<file path="config.mk">
export PLATFORM = sky130hd
export DESIGN_NAME = weight_buffer
export DESIGN_NICKNAME = d
export VERILOG_FILES = /design/src/rtl/weight_buffer.sv
export SDC_FILE = /design/constraint.sdc
export NUM_CORES = 1
export LEC_CHECK = 0
export ABC_CLOCK_PERIOD_IN_PS = 5000
export CAP_MARGIN = 10
export CORE_ASPECT_RATIO = 1.75
export CORE_MARGIN = 4
export CORE_UTILIZATION = 48
export DETAILED_ROUTE_END_ITERATION = 6
export GPL_ROUTABILITY_DRIVEN = 0
export PLACE_DENSITY = 0.72
export SYNTH_ARGS = -nofsm -noshare
export SYNTH_HDL_FRONTEND = slang
export SYNTH_SLANG_ARGS = --single-unit
</file>
<file path="constraint.sdc">
create_clock -name clk -period 5 [get_ports clk]
set_input_delay 1 -clock clk [delete_from_list [all_inputs] [get_ports clk]]
set_output_delay 1 -clock clk [all_outputs]
set_load 0.02 [all_outputs]
</file>
<file path="src/rtl/weight_buffer.sv">
// ============================================================================
//  Module   : weight_buffer
//  Purpose  : Captures one kernel of DEPTH weights from the flush stream and
//             serves it to the PE array through a wrapping show-ahead port.
//  Revision : 1.0
// ============================================================================
`default_nettype none

module weight_buffer #(
    parameter int DATA_WIDTH = 16,
    parameter int DEPTH      = 9
) (
    input  logic                  clk,
    input  logic                  rst,
    input  logic                  flush,
    input  logic                  flush_VALID,
    input  logic [DATA_WIDTH-1:0] data_in,
    output logic                  load_done,
    input  logic                  w_rd_en,
    input  logic                  rewind,
    output logic [DATA_WIDTH-1:0] w_out,
    output logic                  w_valid,
    output logic                  w_last,
    output logic                  overflow
);

    localparam int               PTR_W    = (DEPTH > 1) ? $clog2(DEPTH) : 1;
    localparam logic [PTR_W-1:0] LAST_IDX = PTR_W'(DEPTH - 1);

    typedef enum logic [1:0] {
        ST_IDLE  = 2'd0,
        ST_LOAD  = 2'd1,
        ST_READY = 2'd2
    } state_t;

    state_t                  state_q;
    logic [PTR_W-1:0]        wr_ptr_q;
    logic [PTR_W-1:0]        rd_ptr_q;
    logic [PTR_W-1:0]        rd_ptr_d;
    logic                    load_done_q;
    logic                    w_valid_q;
    logic                    overflow_q;
    logic                    mem_we;
    logic [DATA_WIDTH-1:0]   mem [DEPTH];

    // flush outranks any same-cycle data word, so it also gates the write
    assign mem_we = (state_q == ST_LOAD) && flush_VALID && !flush;

    always_comb begin
        rd_ptr_d = rd_ptr_q;
        if (rewind) begin
            rd_ptr_d = '0;
        end else if (w_rd_en) begin
            rd_ptr_d = (rd_ptr_q == LAST_IDX) ? '0 : rd_ptr_q + 1'b1;
        end
    end

    always_ff @(posedge clk or posedge rst) begin
        if (rst) begin
            state_q     <= ST_IDLE;
            wr_ptr_q    <= '0;
            rd_ptr_q    <= '0;
            load_done_q <= 1'b0;
            w_valid_q   <= 1'b0;
            overflow_q  <= 1'b0;
        end else if (flush) begin
            state_q     <= ST_LOAD;
            wr_ptr_q    <= '0;
            rd_ptr_q    <= '0;
            load_done_q <= 1'b0;
            w_valid_q   <= 1'b0;
            overflow_q  <= 1'b0;
        end else begin
            case (state_q)
                ST_IDLE: begin
                    if (flush_VALID) begin
                        overflow_q <= 1'b1;
                    end
                end
                ST_LOAD: begin
                    if (flush_VALID) begin
                        if (wr_ptr_q == LAST_IDX) begin
                            wr_ptr_q    <= '0;
                            rd_ptr_q    <= '0;
                            state_q     <= ST_READY;
                            load_done_q <= 1'b1;
                            w_valid_q   <= 1'b1;
                        end else begin
                            wr_ptr_q <= wr_ptr_q + 1'b1;
                        end
                    end
                end
                ST_READY: begin
                    if (flush_VALID) begin
                        overflow_q <= 1'b1;
                    end
                    rd_ptr_q <= rd_ptr_d;
                end
                default: begin
                    state_q <= ST_IDLE;
                end
            endcase
        end
    end

    // Storage is deliberately left unreset; validity is tracked by the FSM.
    always_ff @(posedge clk) begin
        if (mem_we) begin
            mem[wr_ptr_q] <= data_in;
        end
    end

    assign load_done = load_done_q;
    assign w_valid   = w_valid_q;
    assign w_out     = w_valid_q ? mem[rd_ptr_q] : '0;
    assign w_last    = w_valid_q && (rd_ptr_q == LAST_IDX);
    assign overflow  = overflow_q;

endmodule

`default_nettype wire

</file>
==> run_results.csv, run 1 <==
group,metric,value,unit
power_and_ir_drop,swShare,0.188,
critical_path,crit_chain,"buf_4, mux4_2, o22ai_1, nor2_1, clkdlybuf4s50_1",
yosys,synth_fp_nets,352,
yosys,synth_top_family_by_area,"multiplexers",
worst_hold_path,min_path_cells,2,
yosys,async_flop_share,0.0769,
grt,antenna_found_initial,0,
power_and_ir_drop,p_clk_frac,0.453,
yosys,synth-edff-count,144,
cts,cts_tree,"done",
sta,final.setup.tns,0,ns
sta,hold_viol_final,0,
yosys,synthCells,324,
sta,post-route-period-util,0.764,
run,drv_cap,0,
cells_and_area,fillers,927,
cells_and_area,layout_commonest_cell,"edfxtp_1",
power_and_ir_drop,seq_power_share,0.522,
routing,wl_met2,6940,µm
cells_and_area,insertedDiodeCount,0,
routing,wl_met3,455,µm
sta,fin_crit,3.82,ns
yosys,yosys_register_bits,156,
critical_path,critical_path_required,4.00,ns
routing,vias,3099,
routing,wirelength,12000,µm
yosys,synth_area,6140,µm²
yosys,ys_warn_count,0,
cells_and_area,area_growth,19.0,%
yosys,yosys.area_share.simple,0.0542,
floorplan,die_y,158,µm
cells_and_area,seq_area,4630,µm²
cts,cts_root_buf,"clkbuf_16",
critical_path,cp_max_fo,22,
power_and_ir_drop,peakVddDrop,254,µV
routing,ant_nets,0,
routing,vias_per_cell,5.59,
sta,rsz0062_at_grt,"no",
cts,insertion_delay,0.41,ns
routing,drc,0,
critical_path,r2r.worst_path.cells,4,
yosys,synth_mux_area_frac,0.117,
yosys,synth_seq_area_share,0.754,
routing,m1WireLength,4450,µm
sta,tightestPinTransition,1.06,ns
sta,finalClockSkew,0.00539,ns
cts,cts-buffers-inserted,17,
critical_path,cp.arrival,2.82,ns
sta,fmax,262,MHz
yosys,synth_xor_area_frac,0.00428,
cells_and_area,multi_input_area,1400,µm²
floorplan,die_area,14700,µm²
routing,wl_per_cell,21.7,µm
routing,topRoutingLayerUsed,"met4",
floorplan,core_area,12500,µm²
yosys,synth.distinct_cells,34,
placed_design,portBuffers,41,
grt,grt_max_degree,24,
yosys,avgSynthCellArea,18.9,µm²
power_and_ir_drop,total_power,2.78,mW
cts,cts_sinks,156,
critical_path,slowest_stage,"dfrtp_1",
critical_path,critPathLaunchType,"register",
yosys,synth_ff_type,"edfxtp_1",
floorplan,start_util,0.491,
cells_and_area,final_util,0.584,
critical_path,cpPeakStageDelay,0.74,ns
power_and_ir_drop,p_leak,2.33,nW
critical_path,endpoint_kind,"output port",
yosys,synth_fa_ha_area_frac,0.0122,
power_and_ir_drop,powerDensity,380,nW/µm²
worst_hold_path,hold_path_class,"register to register",
floorplan,pin_count,42,
cts,clk_pin_slew,0.06,ns
status,outcome,"completed",
critical_path,critical_path_class,"register to output port",
power_and_ir_drop,internal_power,2.25,mW
routing,drt-initial-drc-count,217,
cells_and_area,final_net_count,401,
yosys,synth-compound-area-share,0.0398,
cells_and_area,drive_gt1_frac,0.176,
cts,cts_hold_buf,0,
power_and_ir_drop,p_sw,0.522,mW
floorplan,rows,54,
cts,htreeDepth,4,
grt,grt_pass1_wl,19000,µm
grt,grt_pass1_vias,3314,
cts,cts.path.max_buffers,2,
sta,whs,0.515,ns
cells_and_area,mostFrequentLayoutCells,"144 x edfxtp_1, 41 x clkdlybuf4s50_1, 32 x mux4_2, 21 x nor2_1",
routing,drt_pass1_iterations,5,
cts,cts.repair.resized,0,
sta,slew_violations,0,
cts,postCtsSetupRepairBufs,0,
sta,setup_violations,0,
grt,grtUsageTotal,0.180,
sta,relSlewSlack,0.296,
placed_design,dp.final_hpwl,7290,µm
floorplan,dieWidth,93.5,µm
power_and_ir_drop,p_comb_frac,0.025,
grt,overflow,0,
## cells in the mapped netlist, types with 2 or more instances
library cell  instances  area [µm²]
mux4_2               32         721
edfxtp_1            144        4320
o21ai_0              17        85.1
buf_2                 3        15.0
nor2_1               21        78.8
inv_1                 9        33.8
buf_4                 5        37.5
or2b_1                2        15.0
xor2_1                2        17.5
nand3_1               5        25.0
and2_1               10        62.6
ha_1                  6        75.1
dfrtp_1              12         300
nand2_1               8        30.0
nor3_1                4        20.0
a21oi_1               4        20.0
o22ai_1              17         106
clkbuf_1              7        26.3
## path summary, 6_finish.rpt
path                                  start  slack, ns           to
max in group asynchronous               rst       3.68  rd_ptr_q[0]
min in group asynchronous               rst       0.93  wr_ptr_q[0]
worst min register to register     overflow       0.51     overflow
worst max-delay path            rd_ptr_q[1]       1.18    w_out[14]
worst min-delay path               overflow       0.51     overflow
worst max register to register   state_q[1]       2.44   mem[3][15]
## power groups by stage
stage / logic (mW) / clock network [mW] / registers [mW]
detailed placement: 0.0716 / 0 / 1.48
CTS: 0.0719 / 1.28 / 1.45
global route: 0.0779 / 1.33 / 1.45
finish: 0.0705 / 1.26 / 1.45
floorplan: 0.0295 / 0 / 1.47
global placement: 0.0692 / 0 / 1.47
## kinds of logic after synthesis
logic type,Yosys count
adders and majority gates,6
xor gates and xnor gates,3
buffers and inverters,24
AOI/OAI and AO/OA,41
DFF,156
and+or+nand+nor,62
muxes,32
## critical path, delay by kind of cell (launching register included)
family	cells	cell delay, ns
AOI/OAI and AO/OA	1	0.20
muxes	1	0.36
DFF	1	0.74
and+or+nand+nor	1	0.08
buffers and inverters	2	0.99
## routing by layer
metal | global-route usage | vias up
li1 | - | 1406
met1 | 0.210 | 1613
met2 | 0.330 | 70
met3 | 0.0397 | 10
met4 | 0.0559 | 0
met5 | 0 | -
## final cells by class
class,count,share of cell area
clock buffers,20,0.0598
clock inverters,12,0.0200
inverters,9,0.00462
multi-input cells,144,0.192
flip-flops and latches,156,0.633
well taps,168,0.0288
repair buffers,45,0.0620
## state kept, by name (all words and copies together) (netlist names)
signal    flops
mem         144
rd_ptr_q      4
wr_ptr_q      4
state_q       2
overflow      1
w_valid       1
## through the flow
stage                     instances  cell area [µm²]  setup WS [ns]
after floorplan                 324             6140           2.49
after global placement          522             6720           1.57
after detailed placement        522             6720           1.55
after CTS                       554             7300           1.12
after global routing            554             7300           1.05
final                           554             7300           1.18
No activity file was read; power rests on OpenSTA's default activity.
==> inputs of run 2 (changes only) <==
--- a/config.mk
+++ b/config.mk
@@ -5,14 +5,14 @@
 export SDC_FILE = /design/constraint.sdc
 export NUM_CORES = 1
 export LEC_CHECK = 0
-export ABC_CLOCK_PERIOD_IN_PS = 5000
+export ABC_CLOCK_PERIOD_IN_PS = 3500
 export CAP_MARGIN = 10
 export CORE_ASPECT_RATIO = 1.75
 export CORE_MARGIN = 4
 export CORE_UTILIZATION = 48
 export DETAILED_ROUTE_END_ITERATION = 6
 export GPL_ROUTABILITY_DRIVEN = 0
-export PLACE_DENSITY = 0.72
+export PLACE_DENSITY = 0.75
 export SYNTH_ARGS = -nofsm -noshare
 export SYNTH_HDL_FRONTEND = slang
 export SYNTH_SLANG_ARGS = --single-unit
==> constraint.sdc (replaced) <==
create_clock -name clk -period 3.5 [get_ports clk]
set_input_delay 0.7 -clock clk [delete_from_list [all_inputs] [get_ports clk]]
set_output_delay 0.7 -clock clk [all_outputs]
set_load 0.02 [all_outputs]
==> run_results.csv, run 2 (synthesis results as in run 1) <==
group,metric,value,unit
grt,overflow,0,
cells_and_area,area_growth,21.1,%
routing,ant_nets,0,
cts,cts.repair.resized,0,
critical_path,endpoint_kind,"output port",
cts,cts_tree,"done",
routing,wl_per_cell,21.2,µm
grt,grt_max_degree,23,
power_and_ir_drop,p_leak,2.41,nW
cts,cts-buffers-inserted,17,
critical_path,critical_path_class,"register to output port",
run,drv_cap,0,
cts,insertion_delay,0.41,ns
floorplan,rows,54,
worst_hold_path,min-delay-start,"overflow",
cts,cts_root_buf,"clkbuf_16",
cts,clk_pin_slew,0.06,ns
power_and_ir_drop,total_power,4.00,mW
cts,cts_sinks,156,
status,outcome,"completed",
routing,vias,3138,
critical_path,rr_startpoint,"state_q[1]",
cells_and_area,final_util,0.594,
cts,cts_hold_buf,0,
sta,fin_crit,3.17,ns
floorplan,die_area,14700,µm²
floorplan,start_util,0.491,
sta,relSlewSlack,0.490,
sta,rsz0062_at_grt,"no",
floorplan,die_y,158,µm
sta,setup_violations,0,
power_and_ir_drop,peakVddDrop,343,µV
cells_and_area,top_regs,"mem (144), rd_ptr_q (4), wr_ptr_q (4)",
grt,grtUsageTotal,0.181,
sta,hold_viol_final,0,
cells_and_area,largest_register,"mem",
cells_and_area,drive_gt1_frac,0.206,
sta,post-route-period-util,0.907,
placed_design,pre_cts_slack,0.666,ns
floorplan,dieWidth,93.5,µm
critical_path,cp_max_fo,18,
cts,htreeDepth,4,
floorplan,pin_count,42,
cells_and_area,mostFrequentLayoutCells,"144 x edfxtp_1, 41 x clkdlybuf4s50_1, 32 x mux4_2, 21 x nor2_1",
cells_and_area,largest_reg_flops,144,
routing,drc,0,
cells_and_area,layoutNonFillerInstCount,567,
critical_path,critPathLaunchType,"register",
critical_path,critical_path_required,2.80,ns
placed_design,dp_cells,535,
placed_design,portBuffers,41,
floorplan,core_area,12500,µm²
cts,cts.path.max_buffers,2,
cells_and_area,insertedDiodeCount,0,
routing,drt-initial-drc-count,293,
routing,drt_pass1_iterations,5,
sta,finalClockSkew,0.00638,ns
cts,postCtsSetupRepairBufs,0,
placed_design,dp.final_hpwl,7430,µm
grt,grt_pass1_vias,3424,
worst_hold_path,hold_path_class,"register to register",
sta,slew_violations,0,
routing,vias_per_cell,5.53,
sta,tightestPinTransition,0.765,ns
grt,antenna_found_initial,0,
cells_and_area,final_net_count,414,
sta,fmax,315,MHz
sta,final.setup.tns,0,ns
grt,grt_pass1_wl,19300,µm
cells_and_area,layout_commonest_cell,"edfxtp_1",
critical_path,cp.arrival,2.47,ns
power_and_ir_drop,powerDensity,538,nW/µm²
routing,wirelength,12000,µm
sta,layout_setup_ws,0.326,ns
critical_path,crit_start,"rd_ptr_q[0]",
==> run 2: final cells by class <==
cell class,count,area (µm²)
clock buffers,18,429
clock inverters,14,169
fillers,880,5070
inverters,9,33.8
multi-input cells,144,1400
flip-flops and latches,156,4630
well taps,168,210
repair buffers,58,563
==> run 2: routing by layer <==
metal / vias to the layer above / share of wire / routed length (µm) / track usage
li1: 1420 / - / - / -
met1: 1612 / 0.37 / 4500 / 0.214
met2: 96 / 0.57 / 6810 / 0.323
met3: 10 / 0.050 / 602 / 0.0411
met4: 0 / 0.010 / 123 / 0.0587
met5: - / 0 / 0 / 0
==> run 2: stage by stage <==
step / hold slack [ns] / area, µm²
3_5_place_dp: 0.485 / 6830
2_1_floorplan: 0.512 / 6140
3_3_place_gp: 0.487 / 6830
6_report: 0.504 / 7430
4_1_cts: 0.505 / 7430
5_1_grt: 0.542 / 7430
==> run 2: path summary, 6_finish.rpt <==
| path | endpoint | slack, ns | cells past startpoint |
|---|---|---|---|
| max in group asynchronous | rd_ptr_q[0] | 2.50 | 2 |
| worst max register to register | mem[1][3] | 1.21 | 5 |
| worst min-delay path | overflow | 0.50 | 2 |
| min in group asynchronous | wr_ptr_q[0] | 0.63 | 2 |
| worst min register to register | overflow | 0.50 | 2 |
| worst max-delay path | w_out[4] | 0.33 | 5 |
==> run 2: report_power, final <==
part / switching (mW) / leakage (nW) / internal (mW)
sequential: 0.00794 / 1.46 / 2.06
clock: 0.697 / 0.288 / 1.12
combinational: 0.0608 / 0.662 / 0.0462
==> run 2: critical path, cell delays in order (launching register included) <==
cell and delay (ns):
dfrtp_2 0.35, buf_4 0.34, mux4_2 0.56, o22ai_1 0.20
nor2_1 0.07, clkdlybuf4s50_1 0.54
==> inputs of run 3 (changes only) <==
--- a/config.mk
+++ b/config.mk
@@ -5,7 +5,6 @@
 export SDC_FILE = /design/constraint.sdc
 export NUM_CORES = 1
 export LEC_CHECK = 0
-export ABC_CLOCK_PERIOD_IN_PS = 3500
 export CAP_MARGIN = 10
 export CORE_ASPECT_RATIO = 1.75
 export CORE_MARGIN = 4
==> results of run 3 <==
No change in the layout: final DEF, timing and power equal those of run 2.
